### src/rtl/lock_table.sv
// rtl/lock_table.sv - scoreboard of pending writers for GPRs, HI, LO and CP0 (option: LOCK_BYPASS_EN)
module lock_table (
    input  logic       clk,
    input  logic       resetn,
    input  logic [4:0] rs,
    input  logic [4:0] rt,
    input  logic [2:0] lockreq,
    input  logic       valid,
    input  logic [4:0] lock_rd,
    input  logic       lock_cp0,
    input  logic       lock_hi,
    input  logic       lock_lo,
    input  logic [4:0] wb_rd,
    input  logic       wb_rd_en,
    input  logic       wb_cp0_en,
    input  logic       wb_hi_en,
    input  logic       wb_lo_en,
    input  logic       flush,
    output logic       rs_allow,
    output logic       rt_allow,
    output logic [2:0] lockres,
    output logic       claim_full
);

    logic [1:0]  gpr_cnt [1:31];
    logic [1:0]  hi_cnt;
    logic [1:0]  lo_cnt;
    logic [1:0]  cp0_cnt;

    logic [31:0] gpr_clm;
    logic [31:0] gpr_rel;
    logic [31:0] gpr_free;
    logic [31:0] gpr_sat;
    logic        hi_clm, lo_clm, cp0_clm;
    logic        hi_free, lo_free, cp0_free;

    // A saturated counter refuses the claim; an empty counter ignores the release.
    function automatic logic [1:0] next_cnt(input logic [1:0] cur, input logic clm, input logic rel);
        logic c;
        logic r;
        c = clm && (cur != 2'd3);
        r = rel && (cur != 2'd0);
        if (c && !r)
            next_cnt = cur + 2'd1;
        else if (r && !c)
            next_cnt = cur - 2'd1;
        else
            next_cnt = cur;
    endfunction

    function automatic logic is_free(input logic [1:0] cur, input logic clm, input logic rel,
                                     input logic flush_now);
`ifdef LOCK_BYPASS_EN
        is_free = (cur == 2'd0) || ((cur == 2'd1) && rel && !clm && !flush_now);
`else
        is_free = (cur == 2'd0) || (clm && rel && flush_now && 1'b0);
`endif
    endfunction

    assign hi_clm  = valid && lock_hi;
    assign lo_clm  = valid && lock_lo;
    assign cp0_clm = valid && lock_cp0;

    always_comb begin
        gpr_clm  = '0;
        gpr_rel  = '0;
        gpr_free = '0;
        gpr_sat  = '0;
        gpr_free[0] = 1'b1;
        for (int i = 1; i < 32; i++) begin
            gpr_clm[i]  = valid && (lock_rd == 5'(i));
            gpr_rel[i]  = wb_rd_en && (wb_rd == 5'(i));
            gpr_free[i] = is_free(gpr_cnt[i], gpr_clm[i], gpr_rel[i], flush);
            gpr_sat[i]  = (gpr_cnt[i] == 2'd3);
        end
    end

    assign hi_free  = is_free(hi_cnt, hi_clm, wb_hi_en, flush);
    assign lo_free  = is_free(lo_cnt, lo_clm, wb_lo_en, flush);
    assign cp0_free = is_free(cp0_cnt, cp0_clm, wb_cp0_en, flush);

    assign rs_allow   = gpr_free[rs];
    assign rt_allow   = gpr_free[rt];
    assign lockres[2] = !lockreq[2] || cp0_free;
    assign lockres[1] = !lockreq[1] || hi_free;
    assign lockres[0] = !lockreq[0] || lo_free;

    // Not gated by valid: decode uses it to decide whether it may assert valid.
    assign claim_full = gpr_sat[lock_rd]
                     || (lock_cp0 && (cp0_cnt == 2'd3))
                     || (lock_hi  && (hi_cnt  == 2'd3))
                     || (lock_lo  && (lo_cnt  == 2'd3));

    always_ff @(posedge clk or negedge resetn) begin
        if (!resetn) begin
            for (int i = 1; i < 32; i++)
                gpr_cnt[i] <= 2'd0;
            hi_cnt  <= 2'd0;
            lo_cnt  <= 2'd0;
            cp0_cnt <= 2'd0;
        end else if (flush) begin
            for (int i = 1; i < 32; i++)
                gpr_cnt[i] <= 2'd0;
            hi_cnt  <= 2'd0;
            lo_cnt  <= 2'd0;
            cp0_cnt <= 2'd0;
        end else begin
            for (int i = 1; i < 32; i++)
                gpr_cnt[i] <= next_cnt(gpr_cnt[i], gpr_clm[i], gpr_rel[i]);
            hi_cnt  <= next_cnt(hi_cnt, hi_clm, wb_hi_en);
            lo_cnt  <= next_cnt(lo_cnt, lo_clm, wb_lo_en);
            cp0_cnt <= next_cnt(cp0_cnt, cp0_clm, wb_cp0_en);
        end
    end

endmodule

### config.mk
export PLATFORM = sky130hd
export DESIGN_NAME = lock_table
export DESIGN_NICKNAME = d
export VERILOG_FILES = /design/src/rtl/lock_table.sv
export SDC_FILE = /design/constraint.sdc
export NUM_CORES = 1
export LEC_CHECK = 0
export BUFFER_PORTS_ARGS = -buffer_cell sky130_fd_sc_hd__buf_2
export CORE_ASPECT_RATIO = 1.2
export CORE_MARGIN = 8
export CORE_UTILIZATION = 65
export CTS_CLUSTER_SIZE = 14
export DETAILED_ROUTE_END_ITERATION = 10
export GPL_TIMING_DRIVEN = 0
export HOLD_SLACK_MARGIN = 0.15
export PLACE_DENSITY = 0.81
export SLEW_MARGIN = 30
export SYNTH_ARGS = -nofsm -noshare
export SYNTH_HDL_FRONTEND = slang
export SYNTH_SLANG_ARGS = --single-unit
### constraint.sdc
create_clock -name clk -period 2.5 [get_ports clk]
set_clock_uncertainty 0.1 [all_clocks]
set_input_delay 0.125 -clock clk [delete_from_list [all_inputs] [get_ports clk]]
set_output_delay 0.125 -clock clk [all_outputs]
set_load 0.02 [all_outputs]
# Word level (Yosys, flattened, before mapping)
# Index checks and enable logic that the tools add are counted.
[classes]
n_reduce_logical = 383
eq_ne = 130
n_shift = 0
div_mod_pow = 0
addsub = 68
n_mul = 0
bitwise_logic = 0
n_lt_le_gt_ge = 3
muxes = 78
[op_table]
columns = ["cell", "n"]
rows = [
  ["1-bit logical AND", 204],
  ["5-bit equality test, second input constant", 32],
  ["2-bit two-way mux", 71],
  ["3-bit nonzero test", 34],
  ["5-bit by 4-bit equality test with 1-bit output, second input constant", 16],
  ["1-bit zero test", 71],
  ["2-bit by 1-bit adder with 2-bit output, second input constant", 34],
  ["2-bit equality test, second input constant", 34],
  ["2-bit zero test", 34],
  ["2-bit != test, second input constant", 34],
  ["2-bit nonzero test", 34],
  ["2-bit by 1-bit subtractor with 2-bit output, second input constant", 34],
  ["62-bit two-way mux", 1],
  ["5-bit by 3-bit equality test with 1-bit output, second input constant", 8],
  ["5-bit by 2-bit equality test with 1-bit output, second input constant", 4],
  ["5-bit by 6-bit less-than comparator with 1-bit output, second input constant", 3],
  ["1-bit binary-select mux with 5-bit select", 3],
  ["5-bit by 1-bit equality test with 1-bit output, second input constant", 2],
  ["1-bit logical OR", 6],
  ["1-bit two-way mux", 3],
]
[totals]
reg_bits = 68
mem_count = 0
input_bits = 34
latch_bits = 0
ramBits = 0
output_inout_bits = 6
elab_cells = 696
rom_bits = 0

# Depth between registers and ports, before layout
# Gate-level depths: netlist of run 1.
[depth]
ltp_word = 8
ltp_mapped = 7
depth_no_buf = 5

# Worst setup path after synthesis of run 1
# No wires, ideal clock.
[synth_timing]
kind = "register to output"
startpoint = "reg gpr_cnt[13] (netlist bit)"
endpoint = "out rt_allow"
setup_slack_ps = 766
arrival_time_ps = 1509
t_required_ps = 2275
path_buffers = 0
stages_incl_launch_ff = 6
path_cell_list = "dfrtp_1 -> nor3_1 -> a211oi_1 -> nor4_1 -> a22oi_1 -> o21ai_0"
[synth_via]
elab_chain_len = 3
[synth_lines]
columns = ["item", "line", "source"]
rows = [
  ["start, declared", "25", "logic [1:0] gpr_cnt [1:31];"],
  ["start signal, assigned by index", "109", "gpr_cnt[i] <= next_cnt(gpr_cnt[i], gpr_clm[i], gpr_rel[i]);"],
  ["2-bit zero test", "56", "is_free = (cur == 2'd0) || (clm && rel && flush_now && 1'b0);"],
  ["1-bit binary-select mux with 5-bit select", "83", "assign rt_allow = gpr_free[rt];"],
  ["1-bit two-way mux (not written as such)", "83", ""],
  ["end, declared", "20", "output logic rt_allow,"],
]
# No other way between the ends. The select of a mux whose other input is x is not followed.

# Worst setup path after layout of run 1
[layout_timing]
startpoint = "in lock_rd[2]"
endpoint = "out claim_full"
[layout_via]
elab_chain_len = 5
[layout_lines]
columns = ["item", "line", "source"]
rows = [
  ["start, declared", "9", "input logic [4:0] lock_rd,"],
  ["1-bit binary-select mux with 5-bit select", "89", "assign claim_full = gpr_sat[lock_rd]"],
  ["1-bit two-way mux (not written as such)", "89", ""],
  ["1-bit logical OR", "90", "|| (lock_cp0 && (cp0_cnt == 2'd3))"],
  ["1-bit logical OR", "91", "|| (lock_hi && (hi_cnt == 2'd3))"],
  ["1-bit logical OR", "92", "|| (lock_lo && (lo_cnt == 2'd3));"],
  ["end, declared", "22", "output logic claim_full"],
]
# No other way between the ends. The select of a mux whose other input is x is not followed.

==> reports/metrics.csv, run 1 <==
stage,metric,value,unit
status,status,completed,
logic_synthesis,yosys_warnings,0,
layout,multi_input_area,3250,um^2
critical_path,path_class,primary input to primary output,
layout,drive_gt1_frac,0.110,
global_routing,track_usage,0.310,
clock_network,clock_latency,0.36,ns
critical_path,max_stage_delay,0.53,ns
sta,max-slew-margin-rel,0.413,
detailed_routing,vias,5745,
global_routing,grt_pass1_wl,27.5,mm
logic_synthesis,post_synth_mux_area_share,0.00638,
logic_synthesis,synth_top_area_frac,0.334,
layout,seq_area,1700,um^2
layout,finalInstanceArea,5700,um^2
sta,post-route-period-util,0.926,
sta,setup_tns,0,ns
floorplanning,die_y,113,um
logic_synthesis,ys_seq_area_frac,0.334,
place,io_buffer_count,35,
detailed_routing,routed_wl,17.3,mm
critical_path,r2r_cells,3,
critical_path,ff2ff_setup_slack,1.23,ns
layout,num-nets-final,757,
floorplanning,die_w,96.8,um
logic_synthesis,synthAdderAreaFrac,0,
logic_synthesis,avgSynthCellArea,7.62,um^2
floorplanning,coreArea,7660,um^2
clock_network,clkTransAtPathRegs,0.08,ns
critical_path,arrival,2.09,ns
detailed_routing,vias_per_cell,7.01,
floorplanning,num_rows,35,
critical_path,cp-end-kind,primary output,
clock_network,post_cts_buffers,0,
clock_network,htreeDepth,3,
place,hpwlAfterDp,12.5,mm
critical_path,slowest_stage,dlygate4sd3_1,
global_routing,grt_overflow,0,
logic_synthesis,syn_inst,669,
hold_path,hold_class,primary input to asynchronous set/reset pin,
power,total_power,2530,uW
logic_synthesis,synth_top_family_by_area,compound AO/OA/AOI/OAI gates,
detailed_routing,wl_per_cell,21.1,um
sta,holdWs,0.160,ns
sta,rsz0062_at_grt,false,
clock_network,cts_root_buf,clkbuf_8,
sta,finalSetupViolations,0,
detailed_routing,drt_iter0_markers,498,
run,cap_viol_max_count,0,
layout,fillers,597,
critical_path,path_max_fanout,10,
logic_synthesis,synth_edf_count,0,
critical_path,worstPathCellList,dlygate4sd3_1 > buf_2 > buf_2 > nor2_1 > nand3_1 > o22a_1 > o2111ai_1 > o32a_1 > buf_2,
power,ir_worst_vdd,0.000317,V
logic_synthesis,syn_area,5100,um^2
clock_network,cts.sinks,68,
detailed_routing,drtAntennaViolNets,0,
logic_synthesis,ys.flop_type,dfrtp_1,
clock_network,cts_resized,0,
logic_synthesis,async_flop_share,1.00,
clock_network,cts_buffer_depth,2,
floorplanning,start_util,0.665,
sta,worstMarginPinSlew,0.881,ns
critical_path,cpMostUsedCell,buf_2,
global_routing,antenna_found_initial,0,
critical_path,critPathLaunchType,primary input,
critical_path,r2r-start,gpr_cnt[31],
clock_network,cts_tree,built,
logic_synthesis,yosys-top-cells-area,"dfrtp_1 (33%), nand2_1 (8.7%), a211oi_1 (7.5%)",
sta,max_freq,432,MHz
logic_synthesis,synth-xor-area-share,0,
place,gp_congestion,0.995,
global_routing,grt_pass1_vias,5440,
floorplanning,num_io_pins,40,
logic_synthesis,yosys.area_share.simple,0.315,
logic_synthesis,postSynthNetCount,703,
detailed_routing,drc,0,
sta,finalHoldViolations,0,
power,power_density,443,nW/um^2
global_routing,grt_max_degree,45,
critical_path,timing.rr.end,gpr_cnt[30],
sta,min_period,2.32,ns
detailed_routing,first_pass_iters,6,
logic_synthesis,post-synth-top-area-cell,dfrtp_1,
layout,diodes,0,
logic_synthesis,synth_cell_types,52,
clock_network,cts_hold_buf,7,
floorplanning,die-area,10900,um^2
logic_synthesis,ys_seq_elements,68,
layout,synthToLayoutAreaGrowth,11.9,%
place,place_area,5410,um^2
clock_network,cts-buffers-inserted,9,
power,leakage,0.00236,uW
critical_path,cp_data_required_time,2.28,ns
sta,drv_slew,0,
logic_synthesis,synth-compound-area-share,0.316,
worst max path at each step:
stage | from | endpoint | slack (ns) | depth (start not counted)
floorplan | gpr_cnt[13] | rt_allow | 0.77 | 5
global placement | gpr_cnt[4] | rs_allow | 0.59 | 6
detailed placement | gpr_cnt[4] | rs_allow | 0.58 | 6
CTS | gpr_cnt[1] | rs_allow | 0.19 | 6
global route | gpr_cnt[4] | rs_allow | 0.05 | 6
finish | lock_rd[2] | claim_full | 0.18 | 9
state kept, by name, indices dropped and copies added, names as in the netlist:
register / cells
gpr_cnt: 62
cp0_cnt: 2
hi_cnt: 2
lo_cnt: 2
metrics by stage:
| stage | std cells | worst slack (ns) | util |
|---|---|---|---|
| 2_1_floorplan | 669 | 0.766 | - |
| 3_3_place_gp | 796 | 0.593 | 0.703 |
| 3_5_place_dp | 797 | 0.581 | 0.706 |
| 4_1_cts | 819 | 0.192 | 0.744 |
| 5_1_grt | 819 | 0.0520 | 0.744 |
| 6_report | 819 | 0.184 | 0.744 |
cell usage in the layout, fill, tap and decap left out, types with 3 or more instances in the layout:
cell type	synthesis	layout
a2111oi_0	6	6
a211oi_1	51	51
a21o_1	30	30
a21oi_1	48	48
a311oi_1	30	30
a31oi_1	4	4
and2_1	24	24
and4b_1	3	3
buf_2	16	50
clkbuf_1	10	10
clkbuf_8	0	9
dfrtp_1	68	68
dlygate4sd3_1	0	6
inv_1	5	5
nand2_1	118	118
nand2b_1	7	7
nand3_1	19	19
nand3b_1	4	4
nor2_1	75	75
nor2b_1	8	8
nor3_1	36	36
nor3b_1	12	12
nor4_1	3	3
o2111ai_1	3	3
o211ai_1	3	3
o21ai_0	48	48
o22ai_1	6	6
where the power goes:
group | total (uW) | leakage [uW] | switching [uW] | internal [uW]
combinational | 368 | 0.00131 | 249 | 119
sequential | 1130 | 0.000947 | 16.7 | 1110
clock | 1030 | 0.000105 | 474 | 558
total | 2530 | 0.00236 | 740 | 1790
kinds of logic (layout without fill, tap and decap cells):
| family | after synthesis | after routing |
|---|---|---|
| AND/OR/NAND/NOR | 327 | 327 |
| buffers and inverters | 32 | 90 |
| AO/OA/AOI/OAI | 240 | 240 |
| flip-flops | 68 | 68 |
| multiplexers | 2 | 2 |
critical path: cells and delay by family:
family | cells | cell delay (ns)
simple gates | 2 | 0.45
compound gates | 3 | 0.49
buf+inv | 4 | 1.03
cells in the mapped netlist, types with 2 or more instances:
| cell | count |
|---|---|
| inv_1 | 5 |
| nor2_4 | 2 |
| and4bb_2 | 2 |
| a31oi_1 | 4 |
| a21o_1 | 30 |
| o211ai_1 | 3 |
| and3_1 | 2 |
| nand3b_1 | 4 |
| a2111oi_0 | 6 |
| a311oi_1 | 30 |
| a21oi_1 | 48 |
| nor3b_1 | 12 |
| a211oi_1 | 51 |
| and4b_1 | 3 |
| o22ai_1 | 6 |
| o2111ai_1 | 3 |
| and2_1 | 24 |
| nand2_1 | 118 |
| nor2_1 | 75 |
| nor2b_1 | 8 |
| nand3_1 | 19 |
| nor4_1 | 3 |
| dfrtp_1 | 68 |
| buf_2 | 16 |
| clkbuf_1 | 10 |
| nand2b_1 | 7 |
| o21ai_0 | 48 |
| nor3_1 | 36 |
| a41oi_1 | 2 |
| nand4_1 | 2 |
per-layer routing:
metal,up-vias,global-route usage,share of wire
li1,2627,-,-
met1,2658,0.388,0.39
met2,377,0.477,0.45
met3,83,0.0713,0.11
met4,0,0.189,0.052
met5,-,0,0
final cells by class:
cell class | count | area share
inverter | 5 | 0.00329
tap | 92 | 0.0202
buffer | 27 | 0.0226
clock inverter | 6 | 0.0158
timing repair buffer | 43 | 0.0487
multi-input combinational | 569 | 0.569
sequential | 68 | 0.298
clock buffer | 9 | 0.0217
Note: power is estimated with default switching activity, not from simulation.
==> run 2, diff against run 1 <==
- CORE_UTILIZATION: 65 -> 40
- PLACE_DENSITY: 0.81 -> 0.53
==> reports/metrics.csv, run 2 (synthesized netlist as in run 1, its figures left out) <==
stage,metric,value,unit,change
status,status,completed,,
place,place_area,5500,um^2,+1.7%
layout,utilization,0.463,,-0.281
power,seq_power_share,0.417,,-0.029
sta,setup_tns,0,ns,unchanged
power,p_clk_frac,0.446,,+0.037
clock_network,cts_root_buf,clkbuf_16,,
detailed_routing,vias_per_cell,6.25,,-11%
detailed_routing,drt_iter0_markers,529,,+6.2%
sta,rsz0062_at_grt,false,,
layout,top_register,gpr_cnt,,
clock_network,cts_hold_buf,4,,-3
global_routing,track_usage,0.221,,-0.0891
critical_path,path_max_fanout,6,,-4
global_routing,grt_max_degree,36,,-20%
clock_network,cts_resized,0,,unchanged
place,io_buffer_count,35,,unchanged
global_routing,antenna_found_initial,0,,unchanged
critical_path,cp_data_required_time,2.28,ns,about the same
floorplanning,die_w,119,um,+23%
clock_network,clkTransAtPathRegs,0.06,ns,-0.02 ns
sta,post-route-period-util,0.920,,-0.00617
clock_network,cts-buffers-inserted,9,,unchanged
global_routing,grt_pass1_wl,28.9,mm,+5.2%
critical_path,critPathLaunchType,register,,
hold_path,hold_class,primary input to register,,
sta,worstMarginPinSlew,0.820,ns,-0.0613 ns
critical_path,arrival,2.08,ns,about the same
layout,mostFrequentLayoutCells,"nand2_1 (118), nor2_1 (75), dfrtp_1 (68), a211oi_1 (51), buf_2 (50)",,
layout,num-nets-final,754,,-0.40%
layout,diodes,0,,unchanged
layout,drive_gt1_frac,0.106,,-0.00369
place,hpwlAfterDp,13.6,mm,+8.2%
power,p_sw,758,uW,+2.5%
clock_network,htreeDepth,3,,unchanged
clock_network,clock_latency,0.34,ns,-0.02 ns
sta,min_period,2.30,ns,-0.0154 ns
sta,max-slew-margin-rel,0.454,,+0.0409
layout,largest_register_ffs,62,,unchanged
critical_path,max_stage_delay,0.43,ns,-0.10 ns
critical_path,ff2ff_setup_slack,1.24,ns,about the same
sta,finalHoldViolations,0,,unchanged
power,leakage,0.00237,uW,+0.41%
clock_network,cts_tree,built,,
clock_network,post_cts_buffers,0,,unchanged
critical_path,worstPathCellList,nor2_1 > a2111oi_0 > nor4_1 > a22oi_1 > o21ai_0 > buf_2,,
sta,timing.final.ws_setup,0.199,ns,+0.0154 ns
floorplanning,die-area,16600,um^2,+52%
clock_network,cts_buffer_depth,2,,unchanged
power,ir_worst_vdd,0.000332,V,+4.7%
floorplanning,die_y,140,um,+24%
layout,final_common_cell,nand2_1,,
run,cap_viol_max_count,0,,unchanged
layout,synthToLayoutAreaGrowth,14.0,%,
power,power_density,465,nW/um^2,+5.0%
power,p_int,1940,uW,+8.8%
detailed_routing,drc,0,,unchanged
critical_path,path_class,register to primary output,,
global_routing,grt_overflow,0,,unchanged
critical_path,cp-end-kind,primary output,,
sta,drv_slew,0,,unchanged
power,swShare,0.281,,-0.0123
floorplanning,num_io_pins,40,,unchanged
power,comb_power_share,0.136,,-0.010
place,dp_slack,0.535,ns,-0.0460 ns
critical_path,slowest_stage,dfrtp_1,,
detailed_routing,first_pass_iters,5,,-1
sta,max_freq,435,MHz,+0.67%
floorplanning,num_rows,45,,+29%
sta,finalSetupViolations,0,,unchanged
floorplanning,coreArea,12600,um^2,+64%
detailed_routing,routed_wl,18.3,mm,+6.1%
detailed_routing,wl_per_cell,20.6,um,-2.2%
detailed_routing,drtAntennaViolNets,0,,unchanged
place,gp_congestion,0.955,,-4.0%
clock_network,cts.sinks,68,,unchanged
layout,finalInstanceArea,5810,um^2,+1.9%
critical_path,cp_top_family,compound AO/OA/AOI/OAI gates,,
floorplanning,start_util,0.406,,-0.259
detailed_routing,vias,5549,,-3.4%
critical_path,critPathBufInv,1,,-3
global_routing,grt_pass1_vias,5334,,-1.9%
[run 2: cell types whose count changed in the layout (fill, tap and decap cells not counted), sizes merged]
cell | previous run | this run
buf | 54 | 53
bufinv | 2 | 0
clkbuf | 19 | 23
clkinv | 3 | 2
clkinvlp | 1 | 0
dlygate4sd3 | 6 | 4
[run 2: worst register-to-register path, cell delays in order (launching register included)]
cell and delay, ns:
dfrtp_1 0.46, nor3b_1 0.23, a211oi_1 0.09, a311oi_1 0.28
[run 2: metal layers]
| layer | vias to the layer above | track usage | share of wire |
|---|---|---|---|
| li1 | 2625 | - | - |
| met1 | 2667 | 0.272 | 0.42 |
| met2 | 206 | 0.369 | 0.48 |
| met3 | 51 | 0.0389 | 0.059 |
| met4 | 0 | 0.0961 | 0.038 |
| met5 | - | 0 | 0 |
[run 2: worst paths after layout]
check	from	to	cells past startpoint
min in group asynchronous	resetn	lo_cnt[0]	2
hold reg to reg	gpr_cnt[25]	gpr_cnt[25]	2
setup / recovery	gpr_cnt[10]	rt_allow	6
max in group asynchronous	resetn	gpr_cnt[15]	3
hold / removal	valid	gpr_cnt[61]	5
setup reg to reg	gpr_cnt[31]	gpr_cnt[30]	3
[run 2: stage by stage]
step / hold slack, ns / power, uW / cells
after floorplan: -0.271 / 1340 / 669
after global placement: 0.307 / 1500 / 868
after detailed placement: 0.0210 / 1510 / 869
after CTS: 0.161 / 2720 / 888
after global routing: 0.188 / 2800 / 888
final: 0.168 / 2700 / 888
[run 2: power groups by stage]
stage | registers [uW] | clock network [uW] | logic, uW
floorplan | 1140 | 0 | 194
global placement | 1150 | 0 | 351
detailed placement | 1150 | 0 | 361
CTS | 1130 | 1230 | 367
global route | 1130 | 1270 | 397
finish | 1130 | 1200 | 369
[run 2: area by class of cell]
cell class                 instances  area (um^2)
fill                            1227         6750
multi-input combinational        569         3250
sequential                        68         1700
clock buffer                      13          260
timing repair buffer              40          238
tap                              164          205
buffer                            27          129
inverter                           5         18.8
clock inverter                     2         10.0
==> run 3, diff against run 2 <==
--- a/config.mk
+++ b/config.mk
@@ -15,2 +15,3 @@
 export HOLD_SLACK_MARGIN = 0.15
+export MAX_ROUTING_LAYER = met4
 export PLACE_DENSITY = 0.53
--- a/constraint.sdc
+++ b/constraint.sdc
@@ -4,2 +4,2 @@
 set_output_delay 0.125 -clock clk [all_outputs]
-set_load 0.02 [all_outputs]
+set_load 0.1 [all_outputs]
==> reports/metrics.csv, run 3 (synthesized netlist as in run 1, its figures left out) <==
stage,metric,value,unit,change
global_routing,grt_max_degree,36,,unchanged
layout,seq_area,1700,um^2,unchanged
detailed_routing,drtAntennaViolNets,0,,unchanged
status,status,completed,,
sta,rsz0062_at_grt,false,,
global_routing,antenna_found_initial,0,,unchanged
global_routing,track_usage,0.231,,+0.00972
layout,synthToLayoutAreaGrowth,14.5,%,
place,hpwlAfterDp,13.9,mm,+2.5%
layout,num-nets-final,754,,unchanged
sta,max-slew-margin-rel,0.398,,-0.0554
critical_path,max_stage_delay,0.42,ns,about the same
layout,top_register,gpr_cnt,,
power,comb_power_share,0.157,,+0.021
detailed_routing,routed_wl,18.6,mm,+1.3%
place,dpl.cell_count,869,,unchanged
floorplanning,num_io_pins,40,,unchanged
power,p_int,1910,uW,-1.5%
layout,utilization,0.465,,+0.00209
layout,diodes,0,,unchanged
power,ir_worst_vdd,0.000275,V,-17%
layout,fillers,1288,,+5.0%
clock_network,cts-buffers-inserted,9,,unchanged
critical_path,arrival,2.19,ns,+0.11 ns
power,p_sw,808,uW,+6.6%
sta,finalHoldViolations,0,,unchanged
floorplanning,die-area,16600,um^2,unchanged
floorplanning,die_w,119,um,unchanged
global_routing,grt_overflow,0,,unchanged
critical_path,slowest_stage,dfrtp_1,,
sta,max_freq,414,MHz,-4.7%
critical_path,path_class,register to primary output,,
place,gp_congestion,0.903,,-5.5%
critical_path,cp_top_family,compound AO/OA/AOI/OAI gates,,
critical_path,cp-end-kind,primary output,,
hold_path,hold_class,primary input to register,,
floorplanning,start_util,0.406,,unchanged
sta,min_period,2.41,ns,+0.113 ns
clock_network,cts_buffer_depth,2,,unchanged
layout,multi_input_area,3270,um^2,+0.85%
clock_network,cts_tree,built,,
clock_network,cts_root_buf,clkbuf_16,,
layout,mostFrequentLayoutCells,"nand2_1 (118), nor2_1 (74), dfrtp_1 (68), a211oi_1 (51), a21oi_1 (48)",,
detailed_routing,drt_iter0_markers,344,,-35%
power,total_power,2720,uW,+0.78%
detailed_routing,vias,5494,,-0.99%
critical_path,cp_data_required_time,2.28,ns,about the same
floorplanning,die_y,140,um,unchanged
layout,stdcell_count,887,,-0.11%
power,seq_power_share,0.414,,-0.003
clock_network,clkTransAtPathRegs,0.05,ns,about the same
layout,drive_gt1_frac,0.113,,+0.00706
detailed_routing,wl_per_cell,20.9,um,+1.5%
global_routing,grt_pass1_vias,5224,,-2.1%
detailed_routing,drc,0,,unchanged
power,leakage,0.00238,uW,+0.49%
critical_path,critPathLaunchType,register,,
detailed_routing,top_layer_used,met4,,
detailed_routing,met3WireLength,952,um,-12%
sta,drv_slew,0,,unchanged
layout,final_common_cell,nand2_1,,
critical_path,worstPathCellList,nor2_1 > a21oi_1 > a211oi_1 > o31ai_1 > o22ai_2 > buf_4,,
sta,holdWs,0.165,ns,-0.00276 ns
detailed_routing,vias_per_cell,6.19,,-0.88%
layout,largest_register_ffs,62,,unchanged
place,io_buffer_count,35,,unchanged
detailed_routing,wl_met2,8.66,mm,-1.3%
detailed_routing,drt-met1-wl,8.22,mm,+5.7%
global_routing,grt_pass1_wl,29.1,mm,+0.79%
clock_network,cts.sinks,68,,unchanged
run,cap_viol_max_count,0,,unchanged
sta,worstMarginPinSlew,0.903,ns,+0.0831 ns
power,swShare,0.297,,+0.0162
clock_network,htreeDepth,3,,unchanged
floorplanning,coreArea,12600,um^2,unchanged
clock_network,clock_latency,0.34,ns,about the same
critical_path,path_max_fanout,6,,unchanged
power,p_clk_frac,0.429,,-0.017
sta,post-route-period-util,0.965,,+0.0451
detailed_routing,first_pass_iters,5,,unchanged
sta,finalSetupViolations,0,,unchanged
floorplanning,num_rows,45,,unchanged
critical_path,critPathBufInv,1,,unchanged
power,power_density,466,nW/um^2,+0.32%
[run 3: repair_timing]
item | in CTS | in global routing
hold endpoints to repair | 74 | 0
endpoints found under the setup margin | 3 | 2
hold buffers | 4 | 0
setup buffers | 0 | 0
resized for setup | 3 | 7
[run 3: per-stage QoR]
step / cell area, um^2 / TNS [ns] / setup WS [ns]
floorplan: 5100 / -0.109 / -0.109
global placement: 5480 / 0 / 0.252
detailed placement: 5510 / 0 / 0.298
CTS: 5810 / 0 / 0.0483
global route: 5840 / 0 / 0.00699
finish: 5840 / 0 / 0.0865
[run 3: final cells by class]
type / count / share of cell area
buffer: 27 / 0.0221
clock buffer: 11 / 0.0416
clock inverter: 3 / 0.00257
inverter: 5 / 0.00322
multi-input combinational: 569 / 0.561
sequential: 68 / 0.292
tap: 164 / 0.0352
timing repair buffer: 40 / 0.0427
[run 3: layer usage]
metal,up-vias,track usage
met2,177,0.370
li1,2616,-
met5,-,-
met3,44,0.0304
met1,2657,0.281
met4,0,0.110
[run 3: tightest hold or removal path, stage by stage]
cell and delay, ns:
buf_2 0.11, or3_4 0.17, nor2_4 0.05, nand2_1 0.05, a21oi_1 0.05
[run 3: worst paths after layout]
| kind | start | to | slack, ns | cells after the start |
|---|---|---|---|---|
| worst min-delay path | lock_rd[2] | gpr_cnt[61] | 0.16 | 5 |
| max in group asynchronous | resetn | gpr_cnt[31] | 1.52 | 3 |
| worst min register to register | gpr_cnt[25] | gpr_cnt[25] | 0.52 | 2 |
| worst max-delay path | gpr_cnt[57] | rs_allow | 0.09 | 6 |
| min in group asynchronous | resetn | gpr_cnt[48] | 0.20 | 2 |
| worst max register to register | gpr_cnt[36] | gpr_cnt[36] | 1.28 | 3 |
[run 3: power groups by stage]
stage / Combinational [uW] / Sequential [uW] / Clock [uW]
4_1_cts: 422 / 1130 / 1200
5_1_grt: 455 / 1130 / 1230
3_3_place_gp: 404 / 1150 / 0
3_5_place_dp: 413 / 1150 / 0
6_report: 426 / 1130 / 1170
2_1_floorplan: 242 / 1140 / 0
